<file path="src/rtl/coll_scan_engine.sv">
// Table-driven collision scanner: one object per clock against Pac-Man and ghost sprites.
// Optional `COLL_EDGE_EN adds new_hit_pac/new_hit_ghost rising-hit outputs.
module coll_scan_engine #(
    parameter int unsigned N_OBJ   = 48,
    parameter int unsigned IDX_W   = 6,
    parameter int unsigned COORD_W = 11,
    parameter int unsigned SPRITE  = 50
) (
    input  logic               collClk,
    input  logic               rst,
    input  logic               start,
    input  logic [COORD_W-1:0] x,
    input  logic [COORD_W-1:0] y,
    input  logic [COORD_W-1:0] x_ghost,
    input  logic [COORD_W-1:0] y_ghost,
    input  logic [N_OBJ-1:0]   obj_en,
    input  logic               cfg_we,
    input  logic [IDX_W-1:0]   cfg_idx,
    input  logic [COORD_W-1:0] cfg_x0,
    input  logic [COORD_W-1:0] cfg_y0,
    input  logic [COORD_W-1:0] cfg_x1,
    input  logic [COORD_W-1:0] cfg_y1,
    output logic               busy,
    output logic               done,
    output logic [N_OBJ-1:0]   hit_pac,
    output logic [N_OBJ-1:0]   hit_ghost,
    output logic               player_hit
`ifdef COLL_EDGE_EN
    ,
    output logic [N_OBJ-1:0]   new_hit_pac,
    output logic [N_OBJ-1:0]   new_hit_ghost
`endif
);

    localparam logic [COORD_W:0] SPR       = (COORD_W+1)'(SPRITE);
    localparam logic [IDX_W:0]   N_OBJ_LIM = (IDX_W+1)'(N_OBJ);
    localparam logic [IDX_W-1:0] LAST_IDX  = IDX_W'(N_OBJ - 1);

    typedef enum logic [1:0] {StIdle, StScan, StDone} state_e;

    state_e r_state, w_state_nxt;

    logic [COORD_W-1:0] r_tx0 [N_OBJ];
    logic [COORD_W-1:0] r_ty0 [N_OBJ];
    logic [COORD_W-1:0] r_tx1 [N_OBJ];
    logic [COORD_W-1:0] r_ty1 [N_OBJ];

    logic [IDX_W-1:0]   r_idx;
    logic [COORD_W-1:0] r_px, r_py, r_gx, r_gy;
    logic [N_OBJ-1:0]   r_en;
    logic [N_OBJ-1:0]   r_sh_pac, r_sh_ghost;
    logic [N_OBJ-1:0]   r_hit_pac, r_hit_ghost;
    logic               r_player_hit;
`ifdef COLL_EDGE_EN
    logic [N_OBJ-1:0]   r_prev_pac, r_prev_ghost;
`endif

    logic               w_cfg_wr, w_last, w_hit_p, w_hit_g, w_ph;
    logic [N_OBJ-1:0]   w_sh_pac_nxt, w_sh_ghost_nxt;

    // Sprite [px,px+S) x [py,py+S) against rectangle [x0,x1) x [y0,y1); sums widened by one bit.
    function automatic logic f_overlap(input logic [COORD_W-1:0] px, input logic [COORD_W-1:0] py,
                                       input logic [COORD_W-1:0] x0, input logic [COORD_W-1:0] y0,
                                       input logic [COORD_W-1:0] x1, input logic [COORD_W-1:0] y1);
        logic [COORD_W:0] w_pxe, w_pye;
        w_pxe = {1'b0, px} + SPR;
        w_pye = {1'b0, py} + SPR;
        return (px < x1) && ({1'b0, x0} < w_pxe) && (py < y1) && ({1'b0, y0} < w_pye) &&
               (x1 > x0) && (y1 > y0);
    endfunction

    function automatic logic f_sq_overlap(input logic [COORD_W-1:0] ax, input logic [COORD_W-1:0] ay,
                                          input logic [COORD_W-1:0] bx, input logic [COORD_W-1:0] by);
        return ({1'b0, ax} < {1'b0, bx} + SPR) && ({1'b0, bx} < {1'b0, ax} + SPR) &&
               ({1'b0, ay} < {1'b0, by} + SPR) && ({1'b0, by} < {1'b0, ay} + SPR);
    endfunction

    always_comb begin
        w_cfg_wr = cfg_we && (r_state == StIdle) && ({1'b0, cfg_idx} < N_OBJ_LIM);
        w_last   = (r_idx == LAST_IDX);
        w_hit_p  = f_overlap(r_px, r_py, r_tx0[r_idx], r_ty0[r_idx], r_tx1[r_idx], r_ty1[r_idx]);
        w_hit_g  = f_overlap(r_gx, r_gy, r_tx0[r_idx], r_ty0[r_idx], r_tx1[r_idx], r_ty1[r_idx]);
        w_ph     = f_sq_overlap(r_px, r_py, r_gx, r_gy);
        w_sh_pac_nxt          = r_sh_pac;
        w_sh_ghost_nxt        = r_sh_ghost;
        w_sh_pac_nxt[r_idx]   = w_hit_p & r_en[r_idx];
        w_sh_ghost_nxt[r_idx] = w_hit_g & r_en[r_idx];
    end

    always_ff @(posedge collClk) begin
        if (rst) r_state <= StIdle;
        else     r_state <= w_state_nxt;
    end

    always_comb begin
        w_state_nxt = r_state;
        busy        = 1'b0;
        done        = 1'b0;
        case (r_state)
            StIdle: if (start) w_state_nxt = StScan;
            StScan: begin
                busy = 1'b1;
                if (w_last) w_state_nxt = StDone;
            end
            StDone: begin
                busy        = 1'b1;
                done        = 1'b1;
                w_state_nxt = StIdle;
            end
            default: w_state_nxt = StIdle;
        endcase
    end

    always_ff @(posedge collClk) begin
        if (rst) begin
            for (int i = 0; i < int'(N_OBJ); i++) begin
                r_tx0[i] <= '0;
                r_ty0[i] <= '0;
                r_tx1[i] <= '0;
                r_ty1[i] <= '0;
            end
            r_idx        <= '0;
            r_px         <= '0;
            r_py         <= '0;
            r_gx         <= '0;
            r_gy         <= '0;
            r_en         <= '0;
            r_sh_pac     <= '0;
            r_sh_ghost   <= '0;
            r_hit_pac    <= '0;
            r_hit_ghost  <= '0;
            r_player_hit <= 1'b0;
`ifdef COLL_EDGE_EN
            r_prev_pac   <= '0;
            r_prev_ghost <= '0;
`endif
        end else begin
            if (w_cfg_wr) begin
                r_tx0[cfg_idx] <= cfg_x0;
                r_ty0[cfg_idx] <= cfg_y0;
                r_tx1[cfg_idx] <= cfg_x1;
                r_ty1[cfg_idx] <= cfg_y1;
            end
            if (r_state == StIdle && start) begin
                r_px       <= x;
                r_py       <= y;
                r_gx       <= x_ghost;
                r_gy       <= y_ghost;
                r_en       <= obj_en;
                r_sh_pac   <= '0;
                r_sh_ghost <= '0;
                r_idx      <= '0;
            end else if (r_state == StScan) begin
                r_sh_pac   <= w_sh_pac_nxt;
                r_sh_ghost <= w_sh_ghost_nxt;
                if (w_last) begin
                    // Publish on entry to DONE so results are valid alongside the done pulse.
                    r_hit_pac    <= w_sh_pac_nxt;
                    r_hit_ghost  <= w_sh_ghost_nxt;
                    r_player_hit <= w_ph;
`ifdef COLL_EDGE_EN
                    r_prev_pac   <= r_hit_pac;
                    r_prev_ghost <= r_hit_ghost;
`endif
                end else begin
                    r_idx <= r_idx + IDX_W'(1);
                end
            end
        end
    end

    assign hit_pac    = r_hit_pac;
    assign hit_ghost  = r_hit_ghost;
    assign player_hit = r_player_hit;

`ifdef COLL_EDGE_EN
    always_comb begin
        new_hit_pac   = '0;
        new_hit_ghost = '0;
        if (r_state == StDone) begin
            new_hit_pac   = r_hit_pac & ~r_prev_pac;
            new_hit_ghost = r_hit_ghost & ~r_prev_ghost;
        end
    end
`endif

endmodule

</file>
<file path="config.mk">
export PLATFORM = sky130hd
export DESIGN_NAME = coll_scan_engine
export DESIGN_NICKNAME = d
export VERILOG_FILES = /design/src/rtl/coll_scan_engine.sv
export SDC_FILE = /design/constraint.sdc
export NUM_CORES = 2
export LEC_CHECK = 0
export CAP_MARGIN = 25
export CORE_MARGIN = 10
export CORE_UTILIZATION = 63
export DETAILED_ROUTE_END_ITERATION = 16
export HOLD_SLACK_MARGIN = 0.05
export PLACE_DENSITY = 0.8
export SLEW_MARGIN = 15
export SYNTH_ARGS = -nofsm -noshare
export SYNTH_HDL_FRONTEND = slang
export SYNTH_SLANG_ARGS = --single-unit
</file>
<file path="constraint.sdc">
create_clock -name collClk -period 7.1 [get_ports collClk]
set_input_delay 1.775 -clock collClk [delete_from_list [all_inputs] [get_ports collClk]]
set_output_delay 1.775 -clock collClk [all_outputs]
set_load 0.01 [all_outputs]
</file>
# After elaboration in Yosys (flattened, before gate mapping)
# Memory sizes are Yosys's and may differ from the RTL's. A register that Yosys moved wholly into a read port is not among the register bits.
# Index checks and enable logic that the tools add are counted.
[totals]
inputBits = 146
ramBits = 2112
regBits = 293
wordCells = 110
memories = 4
output_inout_bits = 99
[memory_table]
columns = ["name", "words", "width", "read_ports", "rd_ports_with_merged_regs", "write_ports", "line_no", "text"]
rows = [
  ["r_tx0", 48, 11, 1, 1, 48, "43", "logic [COORD_W-1:0] r_tx0 [N_OBJ];"],
  ["r_tx1", 48, 11, 1, 1, 48, "45", "logic [COORD_W-1:0] r_tx1 [N_OBJ];"],
  ["r_ty0", 48, 11, 1, 1, 48, "44", "logic [COORD_W-1:0] r_ty0 [N_OBJ];"],
  ["r_ty1", 48, 11, 1, 1, 48, "46", "logic [COORD_W-1:0] r_ty1 [N_OBJ];"],
]
[op_classes]
n_bitwise = 4
order_cmp = 17
n_addsub = 5
n_mux = 36
reduce_logical = 27
n_eq_ne = 5
[op_table]
columns = ["op", "n"]
rows = [
  ["48-bit bitwise mux", 2],
  ["11-bit by 12-bit less-than comparator with 1-bit output", 8],
  ["6-bit 2-to-1 mux", 12],
  ["11-bit by 6-bit adder with 12-bit output (second input constant)", 4],
  ["11-bit less-than comparator", 4],
  ["11-bit 2-to-1 mux", 4],
  ["11-bit OR reduction", 4],
  ["11-bit > comparator", 2],
  ["1-bit logical AND", 17],
  ["1-bit 2-to-1 mux", 13],
  ["6-bit by 7-bit less-than comparator with 1-bit output (second input constant)", 1],
  ["6-bit by 1-bit adder with 6-bit output (second input constant)", 1],
  ["1-bit binary-select mux with 6-bit select", 1],
  ["1-bit demux with 6-bit select", 1],
  ["6-bit equality test (second input constant)", 1],
  ["6-bit by 1-bit >= comparator with 1-bit output (second input constant)", 1],
  ["6-bit less-than comparator (second input constant)", 1],
  ["2-bit 2-to-1 mux", 2],
  ["2-bit != test (second input constant)", 2],
  ["2-bit one-hot mux with 2 select lines", 1],
  ["2-bit AND reduction", 2],
  ["2-bit OR reduction", 2],
  ["3-bit AND reduction", 1],
  ["1-bit bitwise AND", 2],
  ["other kinds (4)", 5],
]

# Longest topological paths before layout
[logic_depth]
word_depth = 9
ltp_mapped = 24

# Least setup slack after synthesis
# Ideal clock, no wire load.
[synth_timing]
kind = "register -> register"
from = "reg (tool-made name)"
to = "reg r_hit_ghost[47], in the netlist hit_ghost[47]"
t_arrival_ps = 5257
period_less_slack_ps = 5348
path_stages_with_launch = 21
t_required_ps = 7009
path_slack_ps = 1752
path_cell_list = "dfxtp_1 > buf_4 > buf_2 > buf_2 > clkbuf_1 > buf_1 > mux4_2 > mux4_2 > mux4_2 > inv_1 > ha_1 > a21o_1 > a21o_1 > a32oi_1 > o2111ai_1 > a31oi_1 > o211ai_1 > nor4b_4 > buf_2 > nand2_1 > a311oi_1"
[synth_rtl]
columns = ["item", "line_no", "text"]
rows = [
  ["end signal, assigned", "159", "r_hit_ghost <= w_sh_ghost_nxt;"],
  ["end, declared", "52", "logic [N_OBJ-1:0] r_hit_pac, r_hit_ghost;"],
]

==> flow_metrics.tcl <==
set metrics [dict create \
    areaGrowthSynthToFinish_pct 14.0 \
    cts.clk_slew.worst_paths_ns 0.06 \
    rows 171 \
    synth.distinct_cells 61 \
    r2r_cells 17 \
    core_um2 217000 \
    die_h_um 487 \
    cp_data_arrival_time_ns 7.26 \
    finalHoldViolations 0 \
    fin_crit_sh 0.900 \
    whs_endpoint "hit_pac[22]" \
    reg2reg_to "hit_pac[44]" \
    drt-initial-drc-count 11700 \
    max_slew_margin 0.224 \
    setup_viol 0 \
    drc 0 \
    ctsHoldBuffers 0 \
    ys_warn_count 0 \
    yosysTopAreaCell "edfxtp_1" \
    synth.area.top_cells "edfxtp_1 (62%), mux4_2 (15%), and2_1 (9.7%)" \
    dieArea_um2 237000 \
    cts_inserted_buffers 327 \
    dieWidth_um 487 \
    setup-tns-final_ns 0 \
    grt_max_degree 123 \
    synthCells 8680 \
    period_needed_ns 6.39 \
    rsz0062_at_grt "no" \
    clk_path_buf_depth 4 \
    grt_overflow_total 0 \
    hpwl_um 217000 \
    critPathBufInv 4 \
    fin_util 0.721 \
    critPathMaxFanout 54 \
    vias 81400 \
    syn_area_per_cell_um2 15.8 \
    layout.nets 9760 \
    clock_skew_ns 0.0609 \
    track_usage 0.324 \
    port_buffers 244 \
    synth_edf_count 2816 \
    dr.pass1.iters 8 \
    wirelength_um 385000 \
    drive_above_1_share 0.182 \
    io_pins 245 \
    cap_violations 0 \
    slew_violations 0 \
    dp.cells 12000 \
    ant_nets 0 \
    fmax_mhz 156 \
    slowest_delay_ns 0.85 \
    synth-seq-cells 3115 \
    antenna_found_initial 50 \
    post_cts_buffers 0 \
    worstHoldPathCells 2 \
    total_leakage_power_nw 55.9 \
    cts_root_buffer "clkbuf_16" \
    endpoint_kind "flip-flop" \
    status "finished, final reports clean" \
    ctsResizeCount 0 \
    wl_per_cell_um 30.7 \
    required_ns 7.97 \
    yosysTopAreaCellShare 0.616 \
    worstHoldStart "hit_pac[22]" \
    syn_area_um2 137000 \
    fin_cells 12600 \
    cts.sinks 3115 \
    worstMarginPinSlew_ns 1.16 \
    path_cells "buf_12, buf_12, buf_12, mux4_2, mux4_2, mux4_2, ha_1, a21oi_1, nor2b_1, o21ai_0, nand2_1, a21oi_1, o2111a_1, o2111a_2, buf_4, mux2i_1, a211oi_1" \
    holdCritPathClass "flip-flop to flip-flop" \
    path_class "flip-flop to flip-flop" \
    start_util 0.633 \
    slowest_stage "dfxtp_4" \
    grt_pass1_wl_um 558000 \
    vias_per_cell 6.48 \
    final_area_um2 156000 \
    p_total_mw 40.5 \
    crit_path_start_kind "flip-flop" \
    synth_flop_cell "edfxtp_1" \
    cp_top_family "multiplexers" \
    yosysSeqAreaShare 0.660 \
    first_global_vias 82800 \
    clk-insertion-delay-late_ns 0.98 \
    cts-htree-levels 5 \
    r2r_slack_ns 0.71 \
    synth-async-reset-ratio 0 \
    power_density_nw_per_um2 259 \
    ir_worst_vdd_mv 0.308 \
    gp_congestion 0.916 \
    cts_tree "yes" \
    dpl_cell_area_um2 146000 \
]
==> through the flow <==
stage          setup slack, ns  hold WS [ns]
2_1_floorplan             1.75         0.428
3_3_place_gp             0.816         0.435
3_5_place_dp             0.840         0.445
4_1_cts                  0.774         0.451
5_1_grt                  0.398         0.467
6_report                 0.709         0.450
==> cell type report <==
class / count / area [um^2]
diodes: 19 / 47.5
clock buffers: 401 / 8630
clock inverters: 150 / 1210
fillers: 13100 / 60500
inverters: 57 / 221
multi-input cells: 5452 / 46600
flip-flops and latches: 3115 / 90600
well taps: 2854 / 3570
repair buffers: 512 / 5530
==> where the power goes <==
group / total, mW / internal (mW) / switching (mW)
clock network: 16.2 / 9.27 / 6.92
logic: 3.19 / 1.32 / 1.87
registers: 21.1 / 20.8 / 0.308
==> how the worst max path moves through the flow <==
stage	startpoint	endpoint	slack, ns	cells past startpoint
6_report	flip-flop	hit_pac[44]	0.71	17
5_1_grt	flip-flop	hit_pac[44]	0.40	17
4_1_cts	flip-flop	hit_ghost[44]	0.77	17
3_5_place_dp	flip-flop	hit_pac[44]	0.84	17
3_3_place_gp	flip-flop	hit_pac[45]	0.82	17
2_1_floorplan	flip-flop	hit_ghost[47]	1.75	20
==> flip-flops by register name, summed over array words and instances (netlist names), named ones only <==
register / flops
r_px: 11
r_sh_pac: 48
r_gx: 11
r_tx0: 704
player_hit: 1
r_state: 2
r_py: 11
r_ty1: 704
r_gy: 11
r_idx: 6
r_tx1: 704
r_ty0: 704
hit_pac: 48
r_en: 48
hit_ghost: 48
r_sh_ghost: 48
==> layout by cell type, fill, tap and decap left out, types with 37 or more instances in the layout <==
cell / n
buf_12: 90
clkinv_2: 46
nor2_4: 48
nand2_1: 487
mux4_2: 891
inv_1: 55
ha_1: 149
clkbuf_16: 333
a21oi_1: 296
nand3_1: 177
or2_2: 49
mux2i_1: 74
nor2_1: 96
clkdlybuf4s50_1: 201
clkinv_1: 64
edfxtp_1: 2816
buf_2: 42
dfxtp_1: 294
clkbuf_1: 64
o21ai_0: 37
conb_1: 704
buf_4: 170
and2_1: 2126
==> worst reg2reg max path: stages (launching register included) <==
cell and delay (ns):
dfxtp_4 0.85, buf_12 0.41, buf_12 0.35, buf_12 0.42, mux4_2 0.70, mux4_2 0.55, mux4_2 0.55, ha_1 0.33
a21oi_1 0.18, nor2b_1 0.06, o21ai_0 0.17, nand2_1 0.13, a21oi_1 0.17, o2111a_1 0.20, o2111a_2 0.20, buf_4 0.52
mux2i_1 0.22, a211oi_1 0.29
==> synthesized netlist by cell type, drive strengths merged (3+ instances only) <==
master and number:
a211oi 16, o2111a 3, a2111oi 3, nand4 35, edfxtp 2816, a21o 28, nor3b 7, a21boi 3
clkbuf 618, and4 4, nand3b 4, mux2 17, a211o 5, inv 56, mux2i 74, o211ai 8
a221oi 7, nand3 177, or2 49, buf 141, or3b 3, xnor2 21, o2111ai 5, o21a 16
xor2 15, dfxtp 299, nand2b 7, nor2b 27, and3 11, a21oi 296, or3 3, o22ai 5
nor2 144, a22oi 14, mux4 891, nor3 22, a31oi 8, and2 2127, nand2 488, ha 149
o21ai 38
==> cell families (layout without fill, tap and decap cells) <==
group,Yosys count,after routing,synth area share
DFF,3115,3115,0.660
and+or+nand+nor,3114,3114,0.129
muxes,982,982,0.153
buffers and inverters,816,1120,0.0227
AOI/OAI and AO/OA,467,467,0.0197
adders and majority gates,149,149,0.0136
xor gates and xnor gates,36,36,0.00230
other,1,723,0.0000273
==> layer usage <==
| metal | vias to the layer above | GRT usage | part of all wire |
|---|---|---|---|
| met4 | 30 | 0.161 | 0.056 |
| met1 | 41100 | 0.417 | 0.33 |
| met5 | - | 0 | 0.00050 |
| li1 | 33300 | - | - |
| met2 | 5927 | 0.510 | 0.47 |
| met3 | 1188 | 0.0911 | 0.13 |
(Power assumes the default switching activity.)
